--- src/rtl/chord_pkg.sv ---
// Shared widths, semitone step table and waveform helpers for the chord player.
// CHORD_HARMONIC_EN (see chord_voice) adds a second-harmonic partial per voice.
package chord_pkg;

  localparam int unsigned NOTE_W     = 6;
  localparam int unsigned DUR_W      = 6;
  localparam int unsigned SAMPLE_W   = 16;
  localparam int unsigned PHASE_BITS = 20;
  localparam int unsigned STEP_W     = 11;

  // round(2^20 * 27.5 * 2^(k/12) / 48000) for the lowest octave
  localparam logic [STEP_W-1:0] BASE_STEP [12] = '{
    11'd601, 11'd636, 11'd674, 11'd714, 11'd757, 11'd802,
    11'd850, 11'd900, 11'd954, 11'd1010, 11'd1070, 11'd1134
  };

  function automatic logic [PHASE_BITS-1:0] note_step(input logic [NOTE_W-1:0] note);
    logic [NOTE_W-1:0] n;
    logic [2:0]        octave;
    logic [3:0]        semitone;
    n        = note - 1'b1;
    octave   = 3'(n / NOTE_W'(12));
    semitone = 4'(n % NOTE_W'(12));
    return {{(PHASE_BITS - STEP_W){1'b0}}, BASE_STEP[semitone]} << octave;
  endfunction

  function automatic logic signed [SAMPLE_W-1:0] triangle(input logic [PHASE_BITS-1:0] phase);
    logic [SAMPLE_W-1:0] t;
    t = phase[PHASE_BITS-2 -: SAMPLE_W];
    if (phase[PHASE_BITS-1]) t = ~t;
    return signed'(t ^ {1'b1, {(SAMPLE_W - 1){1'b0}}});
  endfunction

endpackage

--- src/rtl/chord_voice.sv ---
// One voice slot: busy flag, note, beat countdown, phase accumulator and sample.
// With CHORD_HARMONIC_EN defined the sample blends the fundamental with its octave.
module chord_voice
  import chord_pkg::*;
#(
  parameter int unsigned PHASE_W = 20
) (
  input  logic                       clk_i,
  input  logic                       rst_ni,
  input  logic                       load_i,
  input  logic [NOTE_W-1:0]          note_i,
  input  logic [DUR_W-1:0]           dur_i,
  input  logic                       beat_i,
  input  logic                       advance_i,
  output logic                       busy_o,
  output logic                       busy_next_o,
  output logic signed [SAMPLE_W-1:0] sample_o
);

  logic               busy_q, busy_d;
  logic [NOTE_W-1:0]  note_q, note_d;
  logic [DUR_W-1:0]   cnt_q, cnt_d;
  logic [PHASE_W-1:0] phase_q, phase_d;
  logic               sounding;
  logic signed [SAMPLE_W-1:0] fund;

  assign sounding = busy_q && (note_q != '0);

  always_comb begin
    busy_d  = busy_q;
    note_d  = note_q;
    cnt_d   = cnt_q;
    phase_d = phase_q;
    if (load_i) begin
      busy_d  = 1'b1;
      note_d  = note_i;
      cnt_d   = dur_i;
      phase_d = '0;
    end else if (busy_q) begin
      if (beat_i) begin
        cnt_d = cnt_q - 1'b1;
        if (cnt_q == DUR_W'(1)) busy_d = 1'b0;
      end
      if (advance_i && sounding) phase_d = phase_q + PHASE_W'(note_step(note_q));
    end
  end

  // Tone is read from the post-advance phase so the sample matches this request
  assign fund = triangle(phase_d[PHASE_W-1 -: PHASE_BITS]);

`ifdef CHORD_HARMONIC_EN
  logic signed [SAMPLE_W-1:0] harm;
  assign harm     = triangle({phase_d[PHASE_W-2 -: PHASE_BITS-1], 1'b0});
  assign sample_o = sounding ? (fund >>> 1) + (harm >>> 2) : '0;
`else
  assign sample_o = sounding ? fund : '0;
`endif

  assign busy_o      = busy_q;
  assign busy_next_o = busy_d;

  always_ff @(posedge clk_i or negedge rst_ni) begin
    if (!rst_ni) begin
      busy_q  <= 1'b0;
      note_q  <= '0;
      cnt_q   <= '0;
      phase_q <= '0;
    end else begin
      busy_q  <= busy_d;
      note_q  <= note_d;
      cnt_q   <= cnt_d;
      phase_q <= phase_d;
    end
  end

endmodule

--- src/rtl/chord_player.sv ---
// Three-voice chord player: slot allocation, expiry pulse, mix and attenuation.
// Voice timbre depends on CHORD_HARMONIC_EN inside chord_voice; the mix is unchanged.
module chord_player
  import chord_pkg::*;
#(
  parameter int unsigned NUM_VOICES = 3,
  parameter int unsigned PHASE_W    = 20
) (
  input  logic                       clk_i,
  input  logic                       rst_ni,
  input  logic                       play_enable_i,
  input  logic                       activate_i,
  input  logic [NOTE_W-1:0]          note_to_load_i,
  input  logic [DUR_W-1:0]           duration_i,
  input  logic                       load_new_note_i,
  input  logic                       beat_i,
  input  logic                       generate_next_sample_i,
  input  logic [1:0]                 weight_i,
  output logic signed [SAMPLE_W-1:0] final_sample_o,
  output logic                       note_done_o,
  output logic                       sample_ready_o
);

  localparam int unsigned MIX_W = SAMPLE_W + 2;

  logic                       running, accept, beat_run, load_req, found;
  logic [NUM_VOICES-1:0]      busy, busy_next, load_vec;
  logic signed [SAMPLE_W-1:0] voice_sample [NUM_VOICES];
  logic signed [MIX_W-1:0]    mix_sum, mix_shift;
  logic signed [SAMPLE_W-1:0] final_q, final_d;
  logic                       ready_q, done_q, done_d;

  assign running  = play_enable_i & activate_i;
  assign accept   = running & generate_next_sample_i;
  assign beat_run = running & beat_i;
  assign load_req = load_new_note_i && (duration_i != '0);

  // Lowest slot idle before this edge wins; a slot expiring now is not yet free
  always_comb begin
    load_vec = '0;
    found    = 1'b0;
    for (int unsigned i = 0; i < NUM_VOICES; i++) begin
      if (load_req && !busy[i] && !found) begin
        load_vec[i] = 1'b1;
        found       = 1'b1;
      end
    end
  end

  for (genvar g = 0; g < NUM_VOICES; g++) begin : g_voice
    chord_voice #(
      .PHASE_W(PHASE_W)
    ) u_voice (
      .clk_i      (clk_i),
      .rst_ni     (rst_ni),
      .load_i     (load_vec[g]),
      .note_i     (note_to_load_i),
      .dur_i      (duration_i),
      .beat_i     (beat_run),
      .advance_i  (accept),
      .busy_o     (busy[g]),
      .busy_next_o(busy_next[g]),
      .sample_o   (voice_sample[g])
    );
  end

  always_comb begin
    mix_sum = '0;
    for (int unsigned i = 0; i < NUM_VOICES; i++) begin
      mix_sum = mix_sum + MIX_W'(voice_sample[i]);
    end
    mix_shift = (mix_sum >>> 2) >>> weight_i;
    final_d   = accept ? SAMPLE_W'(mix_shift) : final_q;
    done_d    = (|busy) & ~(|busy_next);
  end

  always_ff @(posedge clk_i or negedge rst_ni) begin
    if (!rst_ni) begin
      final_q <= '0;
      ready_q <= 1'b0;
      done_q  <= 1'b0;
    end else begin
      final_q <= final_d;
      ready_q <= accept;
      done_q  <= done_d;
    end
  end

  assign final_sample_o = final_q;
  assign sample_ready_o = ready_q;
  assign note_done_o    = done_q;

endmodule

--- config.mk ---
export PLATFORM = sky130hd
export DESIGN_NAME = chord_player
export DESIGN_NICKNAME = d
export VERILOG_FILES = /design/src/rtl/chord_pkg.sv /design/src/rtl/chord_voice.sv /design/src/rtl/chord_player.sv
export SDC_FILE = /design/constraint.sdc
export NUM_CORES = 1
export LEC_CHECK = 0
export ABC_AREA = 1
export CORE_UTILIZATION = 64
export CTS_CLUSTER_SIZE = 10
export DETAILED_ROUTE_END_ITERATION = 12
export GPL_ROUTABILITY_DRIVEN = 0
export PLACE_DENSITY = 0.83
export SYNTH_ARGS = -nofsm -noshare
export SYNTH_HDL_FRONTEND = slang
export SYNTH_SLANG_ARGS = --single-unit
--- constraint.sdc ---
create_clock -name clk_i -period 9.5 [get_ports clk_i]
set_input_delay 1.425 -clock clk_i [delete_from_list [all_inputs] [get_ports clk_i]]
set_output_delay 1.425 -clock clk_i [all_outputs]
set_load 0.05 [all_outputs]
==> results of run 1 <==
-- Yosys cell counts (3+ instances only) --
| cell | number | share of area |
|---|---|---|
| nand2_1 | 472 | 0.14 |
| nand3_1 | 232 | 0.095 |
| inv_1 | 228 | 0.070 |
| o21ai_0 | 129 | 0.053 |
| dfrtp_1 | 117 | 0.24 |
| nor2_1 | 113 | 0.035 |
| a21oi_1 | 107 | 0.044 |
| ha_1 | 106 | 0.11 |
| xor2_1 | 55 | 0.039 |
| clkbuf_1 | 43 | 0.013 |
| or2_2 | 27 | 0.014 |
| nand4_1 | 22 | 0.011 |
| fa_1 | 19 | 0.031 |
| nor3_1 | 19 | 0.0078 |
| o211ai_1 | 18 | 0.011 |
| xnor2_1 | 16 | 0.011 |
| a31oi_1 | 12 | 0.0061 |
| o221ai_1 | 12 | 0.0086 |
| inv_2 | 8 | 0.0025 |
| o21a_1 | 8 | 0.0049 |
| a21o_1 | 7 | 0.0043 |
| nand2_2 | 6 | 0.0031 |
| a21boi_0 | 5 | 0.0031 |
| buf_2 | 5 | 0.0020 |
| o21ai_1 | 5 | 0.0020 |
| o21bai_1 | 5 | 0.0031 |
| buf_1 | 4 | 0.0012 |
| nor2_2 | 4 | 0.0020 |
| o21ai_2 | 4 | 0.0029 |
| and2_1 | 3 | 0.0015 |
| clkinv_1 | 3 | 0.00092 |
| nand3_2 | 3 | 0.0025 |
-- cell families after synthesis --
family,share of synthesized area
flops,0.240
buf+inv,0.0921
xor+xnor,0.0522
fa+ha+maj,0.140
compound gates,0.154
simple gates,0.322
-- through the flow --
step / setup WS [ns] / hold WS, ns / std cells
after floorplan: 1.26 / 0.453 / 1842
after global placement: 0.605 / 0.477 / 2093
after detailed placement: 0.343 / 0.481 / 2093
after CTS: 0.270 / 0.494 / 2123
after global routing: 0.00984 / 0.521 / 2124
final: 0.914 / 0.492 / 2124
-- area by class of cell --
type | instances | area (µm²)
multi-input combinational | 1431 | 8200
clock buffer | 22 | 484
fill | 1504 | 5150
tap | 234 | 293
timing repair buffer | 73 | 641
clock inverter | 8 | 100
inverter | 239 | 901
sequential | 117 | 2930
-- what timing repair did --
| item | 4_1_cts | 5_1_grt |
|---|---|---|
| gates resized for setup | 0 | 17 |
| endpoints found under the setup margin | 0 | 14 |
| setup buffers | 0 | 1 |
-- worst min path at each step --
stage / start / slack (ns) / endpoint / depth (start not counted)
floorplan: g_voice[2].u_voice.note_q[5] / 0.45 / g_voice[2].u_voice.note_q[5] / 2
global placement: final_sample_o[1] / 0.48 / final_sample_o[1] / 1
detailed placement: final_sample_o[15] / 0.48 / final_sample_o[15] / 1
CTS: final_sample_o[15] / 0.49 / final_sample_o[15] / 1
global route: final_sample_o[15] / 0.52 / final_sample_o[15] / 1
finish: final_sample_o[15] / 0.49 / final_sample_o[15] / 1
-- state kept, by name, summed over array words and instances (netlist names) --
signal                   cells
note_done_o                  1
g_voice.u_voice.note_q      18
final_sample_o              16
g_voice.u_voice.cnt_q       18
g_voice.u_voice.busy_o       3
sample_ready_o               1
g_voice.u_voice.phase_q     60
-- critical path: cells and delay by family (launching register included) --
| kind | cells | cell delay, ns |
|---|---|---|
| DFF | 1 | 0.49 |
| adders and majority gates | 6 | 1.99 |
| AOI/OAI and AO/OA | 14 | 2.70 |
| buffers and inverters | 9 | 0.88 |
| and+or+nand+nor | 20 | 2.03 |
| xor gates and xnor gates | 2 | 0.41 |
-- routing by layer --
layer,vias to the layer above,wire length (µm),global-route usage
met2,458,15200,0.587
met4,0,1140,0.150
met3,80,2020,0.0513
met5,-,0,0
li1,6172,-,-
met1,5784,14400,0.460
==> metrics.sh, run 1 <==
RUN_STATUS='completed'
CRIT_PATH_MAX_INCR_DELAY_NS=0.58
CTS_HTREE_LEVELS=4
POST-ROUTE-PERIOD-UTIL=0.904
SYNTH.NET_COUNT=1988
LAYOUT.CELL_AREA.NON_FILLER_MM2=0.0136
FIN_SKEW_NS=0.00981
GRT_REMAINING_OVERFLOW=0
FLOW.AREA_GROWTH_FROM_SYNTHESIS_PCT=10.9
REG2REGPATHDEPTH=51
VIAS=12500
HOLD_VIOLATIONS=0
SYNTH_CELL_TYPE_COUNT=51
CTS_TREE='built'
POST-ROUTE-UTIL=0.724
DPL_CELL_AREA_MM2=0.0129
SETUP_CRIT_START='g_voice[0].u_voice.note_q[0]'
ROUTE.ANTENNA.REMAINING_NETS=0
HOLD_PATH.CLASS='register to register'
SETUP-VIOLATIONS-FINAL=0
WORSTSETUPENDPOINTTYPE='register'
SYNTH-SEQ-AREA-SHARE=0.240
DP.FINAL_HPWL_UM=24900
SYNTH.AVG_CELL_AREA_UM2=6.63
SYNTH-SEQ-CELLS=117
MAPPEDNETLISTAREA_MM2=0.0122
REG2REG_FROM='g_voice[0].u_voice.note_q[0]'
DRV.MAX_CAP_VIOLATION_COUNT=0
GRT_SETUP_UNREPAIRED='false'
GRT_USE_TOTAL=0.353
CORE_AREA_MM2=0.0187
WORST_SLEW_MARGIN_REL=0.361
DR_DRC_COUNT=0
FINALWIRELENGTH_UM=32800
WL_PER_CELL_UM=15.5
FINAL_LAYOUT_SIZE_SUFFIX_GT1_FRAC=0.0709
GRT_ANTENNA_BEFORE_REPAIR=0
WORST_SKEW_PAIR.LATE_LATENCY_NS=0.42
CP.REQUIRED_NS=9.85
DESIGN.PORTCOUNT=39
POSTSYNTH.TOPFLOPCELL='dfrtp_1'
TIMING.CRITICAL_PATH.FANOUT_MAX=11
DRT_PRE_ANTENNA_ITERS=5
DIE_AREA_MM2=0.0196
DRT_ITER0_DRCS=844
NUMBER_OF_SYNTHESIZED_FLOPS_WITH_AN_ENABLE_PIN=0
CORE.ROWCOUNT=50
CTS_ROOT_BUF='clkbuf_16'
CRITICAL-PATH-SLOWEST-CELL='fa_1'
CRIT-REG2REG-CAPTURE='final_sample_o[13]'
POST-ROUTE-MIN-PERIOD_NS=8.59
CLKSLEWWORSTSETUPHOLDPATHS_NS=0.06
INITIAL_CORE_UTILIZATION=0.653
FINAL_CELL_MIX='472 x nand2_1, 232 x nand3_1, 227 x inv_1'
ANTENNA_CELLS=0
FP.DIEW_UM=140
FIRST_GLOBAL_VIAS=12000
TIMING.FMAX_MHz=116
FIN_SETUP_TNS_NS=0
WORST_PIN_SLEW_NS=0.956
R2R_SETUP_SLACK_NS=0.91
ROUTED_VIA_DENSITY=5.88
CLK_PATH_BUF_DEPTH=2
NUMCLOCKSINKS=117
MOST_COMMON_LIBRARY_CELL_IN_THE_LAYOUT_IGNORING_FILL_AND_TAPS='nand2_1'
DIE_H_UM=140
TRITONCTS.NUM_BUFFERS=17
SYNTH.YOSYS.WARNINGS=0
LARGEST_NET_DEGREE_AT_THE_START_OF_GLOBAL_ROUTING=53
WORSTPATHARRIVAL_NS=8.93
WORST-SETUP-PATH-TYPE='register to register'
START_KIND='register'
NUMPORTBUFFERS=38
TIMING.CRITICAL_PATH.MODE_CELL='nand2_1'
SYNTH-ASYNC-RESET-RATIO=1.00
WORST_SETUP_PATH_ENDPOINT='final_sample_o[13]'
REPORT.FINAL.SLEW_VIOL_COUNT=0
HOLDBUFCOUNTCTS=0
SYNTHCELLS=1842
GRT_FIRST_PASS_WIRELENGTH_UM=56200
FINALNETCOUNT=2025
Power of run 1 is not shown: default switching activity piles up to over one toggle a cycle in this logic, so the estimate is an artifact.
==> run 2, diff against run 1 <==
RECOVER_POWER = 25   (was not set)
==> run 2 against run 1 <==
  * The flow now finishes with violations (capacitance limit, slew limit)
  * Die area unchanged
  * Flip-flop and latch count stayed put
  * Register-to-register slack is essentially flat
  * Global-route usage stayed put
  * Clock-buffer cell count unchanged
  * Worst setup slack got worse by 0.0025 ns
  * Critical path depth unchanged
  * Largest cell class unchanged
  * Highest routed layer unchanged
==> metrics.sh, run 2 (synthesis results as in run 1) <==
HOLD_VIOLATIONS=0  # unchanged
LAYOUT_FILLER_CELL_COUNT=1503  # -0.066%
FINALWIRELENGTH_UM=32800  # about the same
TRITONCTS.NUM_BUFFERS=17  # unchanged
MULTI_INPUT_AREA_MM2=0.00820  # unchanged
TIMING.FMAX_MHz=116  # about the same
R2R_SETUP_SLACK_NS=0.91  # about the same
NUMCLOCKSINKS=117  # unchanged
DESIGN.PORTCOUNT=39  # unchanged
HOLD-WORST-SLACK_NS=0.492  # -0.00000100 ns
WORST_PIN_SLEW_NS=2.17  # +1.21 ns
DPL_CELL_AREA_MM2=0.0129  # unchanged
CTS_ROOT_BUF='clkbuf_16'
MAX_FFS_PER_REGISTER=60  # unchanged
REG2REG_FROM='g_voice[0].u_voice.note_q[0]'
ROUTE.ANTENNA.REMAINING_NETS=0  # unchanged
INITIAL_CORE_UTILIZATION=0.653  # unchanged
POST-ROUTE-MIN-PERIOD_NS=8.59  # +0.00253 ns
TIMING.CRITICAL_PATH.MODE_CELL='nand2_1'
DR_DRC_COUNT=0  # unchanged
CTS_TREE='built'
DP.FINAL_HPWL_UM=24900  # unchanged
FIRST_GLOBAL_VIAS=12000  # unchanged
CRIT-REG2REG-CAPTURE='final_sample_o[13]'
FF_LATCH_AREA_MM2=0.00293  # unchanged
PLACE_WORST_SETUP_SLACK_NS=0.343  # unchanged
HOLDBUFCOUNTCTS=0  # unchanged
LAYOUT.CELL_AREA.NON_FILLER_MM2=0.0135  # about the same
GRT_ANTENNA_BEFORE_REPAIR=0  # unchanged
VIAS=12500  # -0.016%
RUN_STATUS='finished, violations left'
DRV.MAX_CAP_VIOLATION_COUNT=2  # +2
ANTENNA_CELLS=0  # unchanged
TIMING.CRITICAL_PATH.FANOUT_MAX=11  # unchanged
DRT_PRE_ANTENNA_ITERS=5  # unchanged
POST-ROUTE-PERIOD-UTIL=0.904  # about the same
CRIT_PATH_MAX_INCR_DELAY_NS=0.58  # about the same
CP.REQUIRED_NS=9.85  # about the same
WL_PER_CELL_UM=15.5  # about the same
DRT_ITER0_DRCS=845  # +0.12%
GRT_REMAINING_OVERFLOW=0  # unchanged
FINAL_LAYOUT_SIZE_SUFFIX_GT1_FRAC=0.0698  # -0.00106
SETUP-VIOLATIONS-FINAL=0  # unchanged
FLOW.AREA_GROWTH_FROM_SYNTHESIS_PCT=10.8  # about the same
FINALNETCOUNT=2025  # unchanged
MOST_COMMON_LIBRARY_CELL_IN_THE_LAYOUT_IGNORING_FILL_AND_TAPS='nand2_1'
NUMPORTBUFFERS=38  # unchanged
GRT_SETUP_UNREPAIRED='false'
LARGEST_NET_DEGREE_AT_THE_START_OF_GLOBAL_ROUTING=53  # unchanged
HOLD_PATH.CLASS='register to register'
CLK_PATH_BUF_DEPTH=2  # unchanged
MIN-DELAY-START='final_sample_o[15]'
CORE.ROWCOUNT=50  # unchanged
START_KIND='register'
HOLD-PATH-ENDPOINT='final_sample_o[15]'
CTS_HTREE_LEVELS=4  # unchanged
VIOLATIONS='capacitance limit, slew limit'
REGMOSTFLOPS='g_voice.u_voice.phase_q'
WORSTSETUPENDPOINTTYPE='register'
REG2REGPATHDEPTH=51  # unchanged
REPORT.FINAL.SLEW_VIOL_COUNT=69  # +69
CRITICAL-PATH-SLOWEST-CELL='fa_1'
CORE_AREA_MM2=0.0187  # unchanged
FP.DIEW_UM=140  # unchanged
WORSTPATHARRIVAL_NS=8.94  # about the same
FIN_SKEW_NS=0.00980  # -0.00000974 ns
FINALWORSTSETUPSLACK_NS=0.911  # -0.00253 ns
WORST_SKEW_PAIR.LATE_LATENCY_NS=0.42  # about the same
ROUTED_VIA_DENSITY=5.88  # about the same
CLKSLEWWORSTSETUPHOLDPATHS_NS=0.06  # about the same
DIE_H_UM=140  # unchanged
WORST_SLEW_MARGIN_REL=-0.447  # -0.808
FINAL_CELL_MIX='472 x nand2_1, 232 x nand3_1, 227 x inv_1'
LARGEST_REGISTERS='g_voice.u_voice.phase_q: 60 flops, g_voice.u_voice.cnt_q: 18 flops, g_voice.u_voice.note_q: 18 flops'
MIN_DELAY_PATH_DEPTH=1  # unchanged
FIN_SETUP_TNS_NS=0  # unchanged
GRT_USE_TOTAL=0.353  # unchanged
GRT_FIRST_PASS_WIRELENGTH_UM=56200  # unchanged
WORST-SETUP-PATH-TYPE='register to register'
DIE_AREA_MM2=0.0196  # unchanged
## run 2: final cells by class
| type | count | area share |
|---|---|---|
| multi-input combinational | 1431 | 0.606 |
| sequential | 117 | 0.216 |
| clock inverter | 8 | 0.00739 |
| clock buffer | 22 | 0.0358 |
| inverter | 239 | 0.0665 |
| timing repair buffer | 73 | 0.0467 |
| tap | 234 | 0.0216 |
## run 2: metrics by stage
| step | util | cells |
|---|---|---|
| finish | 0.724 | 2124 |
| detailed placement | 0.691 | 2093 |
| global route | 0.724 | 2124 |
| CTS | 0.722 | 2123 |
| global placement | 0.691 | 2093 |
| floorplan | - | 1842 |
## run 2: worst max-delay path by stage
stage,endpoint,from
floorplan,final_sample_o[10],g_voice[1].u_voice.note_q[0]
global placement,final_sample_o[13],g_voice[2].u_voice.note_q[0]
detailed placement,final_sample_o[14],g_voice[2].u_voice.note_q[0]
CTS,final_sample_o[14],g_voice[2].u_voice.note_q[0]
global route,final_sample_o[10],g_voice[1].u_voice.note_q[1]
finish,final_sample_o[13],g_voice[0].u_voice.note_q[0]
## run 2: routing by layer
| metal | vias up | global-route usage | part of all wire |
|---|---|---|---|
| met5 | - | 0 | 0 |
| met4 | 0 | 0.150 | 0.035 |
| met3 | 81 | 0.0513 | 0.061 |
| met2 | 454 | 0.587 | 0.46 |
| met1 | 5787 | 0.460 | 0.44 |
| li1 | 6170 | - | - |
## run 2: critical path, delay by kind of cell, from the launching register on
family                     cells  cell delay, ns
and+or+nand+nor               20            2.03
buffers and inverters          9            0.88
AOI/OAI and AO/OA             14            2.70
xor gates and xnor gates       2            0.41
adders and majority gates      6            1.99
DFF                            1            0.49
## run 2: what timing repair did
item / 4_1_cts / 5_1_grt
gates resized for setup: 0 / 17
setup buffers: 0 / 1
endpoints found under the setup margin: 0 / 14
Power of run 2 is left out for the same reason.
